`config.mk`:
```
export PLATFORM = sky130hd
export DESIGN_NAME = alu_mul_seq
export DESIGN_NICKNAME = d
export VERILOG_FILES = /design/src/rtl/alu_mul_seq.sv
export SDC_FILE = /design/constraint.sdc
export NUM_CORES = 1
export LEC_CHECK = 0
export CAP_MARGIN = 0
export CORE_UTILIZATION = 30
export CTS_CLUSTER_DIAMETER = 80
export DETAILED_ROUTE_END_ITERATION = 6
export GPL_TIMING_DRIVEN = 0
export PLACE_DENSITY = 0.52
export SETUP_SLACK_MARGIN = 0.1
export SLEW_MARGIN = 20
export SYNTH_ARGS = -nofsm -noshare
export SYNTH_HDL_FRONTEND = slang
export SYNTH_SLANG_ARGS = --single-unit
```
`constraint.sdc`:
```
create_clock -name clk -period 1.7 [get_ports clk]
set_input_delay 0.34 -clock clk [delete_from_list [all_inputs] [get_ports clk]]
set_output_delay 0.34 -clock clk [all_outputs]
set_load 0.005 [all_outputs]
```
`src/rtl/alu_mul_seq.sv`:
```
// alu_mul_seq: shift-and-add sequencer that drives an external 8-bit ALU
// to form an unsigned 8x8 -> 16-bit product, one operation at a time.
module alu_mul_seq #(
    parameter logic [3:0]  OP_PASS   = 4'd0,
    parameter logic [3:0]  OP_ADD    = 4'd5,
    parameter int unsigned CARRY_BIT = 1,
    parameter bit          FAST_ZERO = 1'b1
) (
    input  logic        clk,
    input  logic        rst_n,
    input  logic        in_valid,
    output logic        in_ready,
    input  logic [7:0]  in_a,
    input  logic [7:0]  in_b,
    output logic        out_valid,
    input  logic        out_ready,
    output logic [15:0] product,
    output logic        busy,
    output logic [7:0]  alu_a,
    output logic [7:0]  alu_b,
    output logic [3:0]  alu_op,
    input  logic [7:0]  alu_out,
    input  logic [3:0]  alu_flags
);

    typedef enum logic [1:0] {
        IDLE,
        RUN,
        DONE
    } state_t;

    state_t      state_q, state_d;
    logic [7:0]  mcand_q, mcand_d;
    logic [7:0]  acc_q, acc_d;
    logic [7:0]  q_q, q_d;
    logic [2:0]  cnt_q, cnt_d;
    logic [15:0] product_q, product_d;
    logic        carry;
    logic        unused_flags;

    // Only the carry flag matters; the remaining flag bits are deliberately ignored.
    assign unused_flags = ^alu_flags;
    assign carry        = alu_flags[CARRY_BIT];

    // State and datapath registers; reset aborts any operation in flight.
    always_ff @(posedge clk or negedge rst_n) begin
        if (!rst_n) begin
            state_q   <= IDLE;
            mcand_q   <= '0;
            acc_q     <= '0;
            q_q       <= '0;
            cnt_q     <= '0;
            product_q <= '0;
        end else begin
            state_q   <= state_d;
            mcand_q   <= mcand_d;
            acc_q     <= acc_d;
            q_q       <= q_d;
            cnt_q     <= cnt_d;
            product_q <= product_d;
        end
    end

    // Next-state, ALU drive and shift-and-add step.
    always_comb begin
        state_d   = state_q;
        mcand_d   = mcand_q;
        acc_d     = acc_q;
        q_d       = q_q;
        cnt_d     = cnt_q;
        product_d = product_q;
        alu_op    = OP_PASS;
        alu_a     = '0;
        alu_b     = '0;

        case (state_q)
            IDLE: begin
                if (in_valid && in_ready) begin
                    mcand_d = in_a;
                    q_d     = in_b;
                    acc_d   = '0;
                    cnt_d   = '0;
                    if (FAST_ZERO && (in_a == '0 || in_b == '0)) begin
                        product_d = '0;
                        state_d   = DONE;
                    end else begin
                        state_d = RUN;
                    end
                end
            end
            RUN: begin
                alu_a = acc_q;
                if (q_q[0]) begin
                    alu_op = OP_ADD;
                    alu_b  = mcand_q;
                end else begin
                    alu_op = OP_PASS;
                    alu_b  = acc_q;
                end
                // The carry shifts into acc[7], so the 9-bit sum is never truncated.
                acc_d = {carry, alu_out[7:1]};
                q_d   = {alu_out[0], q_q[7:1]};
                cnt_d = cnt_q + 3'd1;
                if (cnt_q == 3'd7) begin
                    product_d = {acc_d, q_d};
                    state_d   = DONE;
                end
            end
            DONE: begin
                if (out_ready) begin
                    state_d = IDLE;
                end
            end
            default: begin
                state_d = IDLE;
            end
        endcase
    end

    assign in_ready  = rst_n && (state_q == IDLE);
    assign out_valid = (state_q == DONE);
    assign busy      = (state_q == RUN);
    assign product   = product_q;

endmodule

```
==> impl_metrics.py <==
metrics = {
    "cells_and_area": {
        "layout_commonest_cell": "nand2_1",
        "final_area_um2": 3480,
        "antenna_cells": 0,
        "area_growth_syn_to_layout_pct": 60.5,
        "layout_common_cells": "86 x nand2_1, 43 x dfrtp_1, 43 x clkdlybuf4s50_1",
        "drive_gt1_share_pct": 30.9,
        "nets": 382,
    },
    "clock_tree": {
        "cts_max_path_buffers": 2,
        "cts_inserted_buffers": 5,
        "cts_root_buffer": "clkbuf_8",
        "clk_pin_slew_worst_paths_ns": 0.08,
        "cts.sinks": 45,
        "h-tree-depth": 2,
        "clk_latency_ns": 0.30,
        "cts_tree": "done",
    },
    "worst_hold_path": {
        "hp-class": "in -> async",
    },
    "power_and_ir_drop": {
        "switchingPower_uw": 2180,
        "swShare_pct": 35.3,
        "power_frac_comb_pct": 54.5,
        "peakVddDrop_uv": 788,
        "power.leakage_uw": 0.00165,
        "pwr-share-clk_pct": 13.7,
        "pwr-share-seq_pct": 31.7,
        "p_int_uw": 4000,
        "power.density_nw_per_um2": 1780,
    },
    "synth": {
        "ys_seq_area_share_pct": 52.0,
        "ys_types": 26,
        "avgSynthCellArea_um2": 8.80,
        "netlist_area_um2": 2170,
        "synth_top_cell_area_share_pct": 52.0,
        "synthCells": 246,
        "synth_ff_type": "dfrtp_1",
        "yosysWarnings": 0,
        "synthTopCellsByArea": "dfrtp_1 52%, nand2_1 15%, a21oi_2 4.9%",
        "synth_seq_cells": 45,
        "synth_edf_count": 0,
        "synth_top_area_cell": "dfrtp_1",
        "async_flop_share_pct": 100,
    },
    "floorplanning": {
        "rows": 30,
        "start_util_pct": 31.5,
        "dieWidth_um": 87.0,
        "dieHeight_um": 87.0,
        "coreArea_um2": 6870,
        "die_area_um2": 7560,
        "pin_count": 71,
    },
    "critical_path": {
        "path_max_fanout": 5,
        "end_kind": "output port",
        "cp_data_arrival_time_ns": 1.45,
        "crit_type": "reg -> out",
        "crit_chain": "nand2b_4 -> inv_4 -> buf_8 -> buf_8 -> and2_4 -> buf_6 -> buf_6",
        "critPathRequiredTime_ns": 1.36,
        "slowest_delay_ns": 0.44,
        "cp-start-kind": "flop",
        "cp_slowest_cell": "dfrtp_2",
    },
    "job": {
        "maxCapViolCount": 0,
    },
    "placed_design": {
        "io_buffers": 65,
        "place_area_um2": 2960,
        "dp_hpwl_mm": 4.13,
        "gp_congestion": 0.792,
        "place_ws_ns": -0.532,
    },
    "global_routing": {
        "grt_pass1_vias": 1892,
        "grt_usage_pct": 17.2,
        "grt_pass1_wl_mm": 9.66,
        "grt_antenna_before_repair": 0,
        "grt_max_degree": 17,
        "overflow": 0,
    },
    "timing": {
        "fin_skew_ns": 0.00683,
        "relSlewSlack_pct": 49.4,
        "worst_slack_ns": -0.0871,
        "finalSetupViolCount": 11,
        "slew_violations": 0,
        "hold_viol": 0,
        "period_needed_ns": 1.79,
        "finalCritPeriodShare_pct": 105,
        "fmax_mhz": 560,
        "rsz0062_at_grt": "true",
        "worst_pin_slew_ns": 0.757,
    },
    "drt": {
        "wl_per_cell_um": 14.3,
        "detail-route-antenna-nets": 0,
        "drt_iter0_drc": 115,
        "routed_wl_mm": 6.35,
        "drt_first_pass_iters": 5,
        "vias_per_cell": 4.53,
        "drc": 0,
        "num_vias": 2015,
    },
    "run_status": {
        "violations": "negative setup slack",
        "status": "complete, but fails checks",
    },
}
-- metal layers --
metal	GRT usage, %	share of wire [%]	vias up	wire length (um)
met5	0	0	-	0
met4	4.09	0.90	0	57
met3	3.70	5.7	6	365
met2	28.0	47	61	2960
met1	23.3	47	952	2970
li1	-	-	996	-
-- worst paths after layout --
| kind | start | end | slack (ns) | cells after the start |
|---|---|---|---|---|
| min in group clk | mcand_q[1] | mcand_q[1] | 0.48 | 2 |
| min | rst_n | mcand_q[3] | 0.12 | 2 |
| min reg2reg | mcand_q[1] | mcand_q[1] | 0.48 | 2 |
| max | state_q[0] | alu_op[2] | -0.09 | 7 |
| max reg2reg | state_q[0] | q_q[7] | -0.01 | 9 |
| max in group asynchronous | rst_n | q_q[0] | 0.44 | 3 |
-- metrics by stage --
stage,cells,hold WS (ns),util (%),TNS (ns),power [uW]
detailed placement,409,0.298,43.0,-25.18,4660
global route,445,0.117,50.6,-1.54,6630
finish,445,0.119,50.6,-0.246,6180
CTS,433,0.118,47.2,-0.597,5870
global placement,408,0.463,42.8,-150.87,4610
floorplan,247,0.0444,-,0,3280
-- worst max-delay path, delay by kind of cell (launching register included) --
kind,cells,cell delay (ns)
AND/OR/NAND/NOR,2,0.23
flip-flops,1,0.44
buffers and inverters,5,0.47
-- cells in the mapped netlist, types with 2 or more instances --
cell type,instances
nand2_1,87
dfrtp_1,45
a21oi_1,20
nor2_1,16
a21oi_2,12
and2_1,11
o21ai_0,11
mux2i_1,8
buf_4,6
buf_2,5
clkbuf_1,4
nor4_1,4
buf_6,2
ha_1,2
nand3_1,2
-- cell families after synthesis --
kind of cell | after synthesis | share of synthesized area, %
AO/OA/AOI/OAI | 46 | 13.4
adder cells (fa/ha/maj) | 2 | 1.16
multiplexers | 8 | 3.70
AND/OR/NAND/NOR | 124 | 24.1
buffers and inverters | 20 | 5.49
other | 1 | 0.173
flip-flops | 45 | 52.0
-- cell type report --
| cell class | instances | area, um2 |
|---|---|---|
| clock inverters | 1 | 30.0 |
| fillers | 636 | 3390 |
| inverters | 2 | 10.0 |
| well taps | 96 | 120 |
| repair buffers | 97 | 912 |
| plain buffers | 15 | 181 |
| flip-flops and latches | 45 | 1130 |
| clock buffers | 7 | 86.3 |
| multi-input cells | 182 | 1010 |
-- registers in the layout, summed over array words and instances, names as in the netlist --
register	cells
state_q	2
acc_q	8
product	16
q_q	8
cnt_q	3
mcand_q	8
-- power by group through the flow --
stage / logic, uW / clock network [uW] / registers (uW)
3_5_place_dp: 2720 / 0 / 1940
4_1_cts: 3010 / 875 / 1980
5_1_grt: 3680 / 922 / 2030
2_1_floorplan: 1400 / 0 / 1880
6_report: 3370 / 849 / 1960
3_3_place_gp: 2670 / 0 / 1940
-- repair_timing --
action,CTS,global route
hold buffers,2,0
hold endpoints to repair,16,0
gates resized for setup,111,46
pin swaps,3,8
setup buffers,14,11
cloned,2,3
endpoints found under the setup margin,66,55
Power figures use the tool's default switching activity.
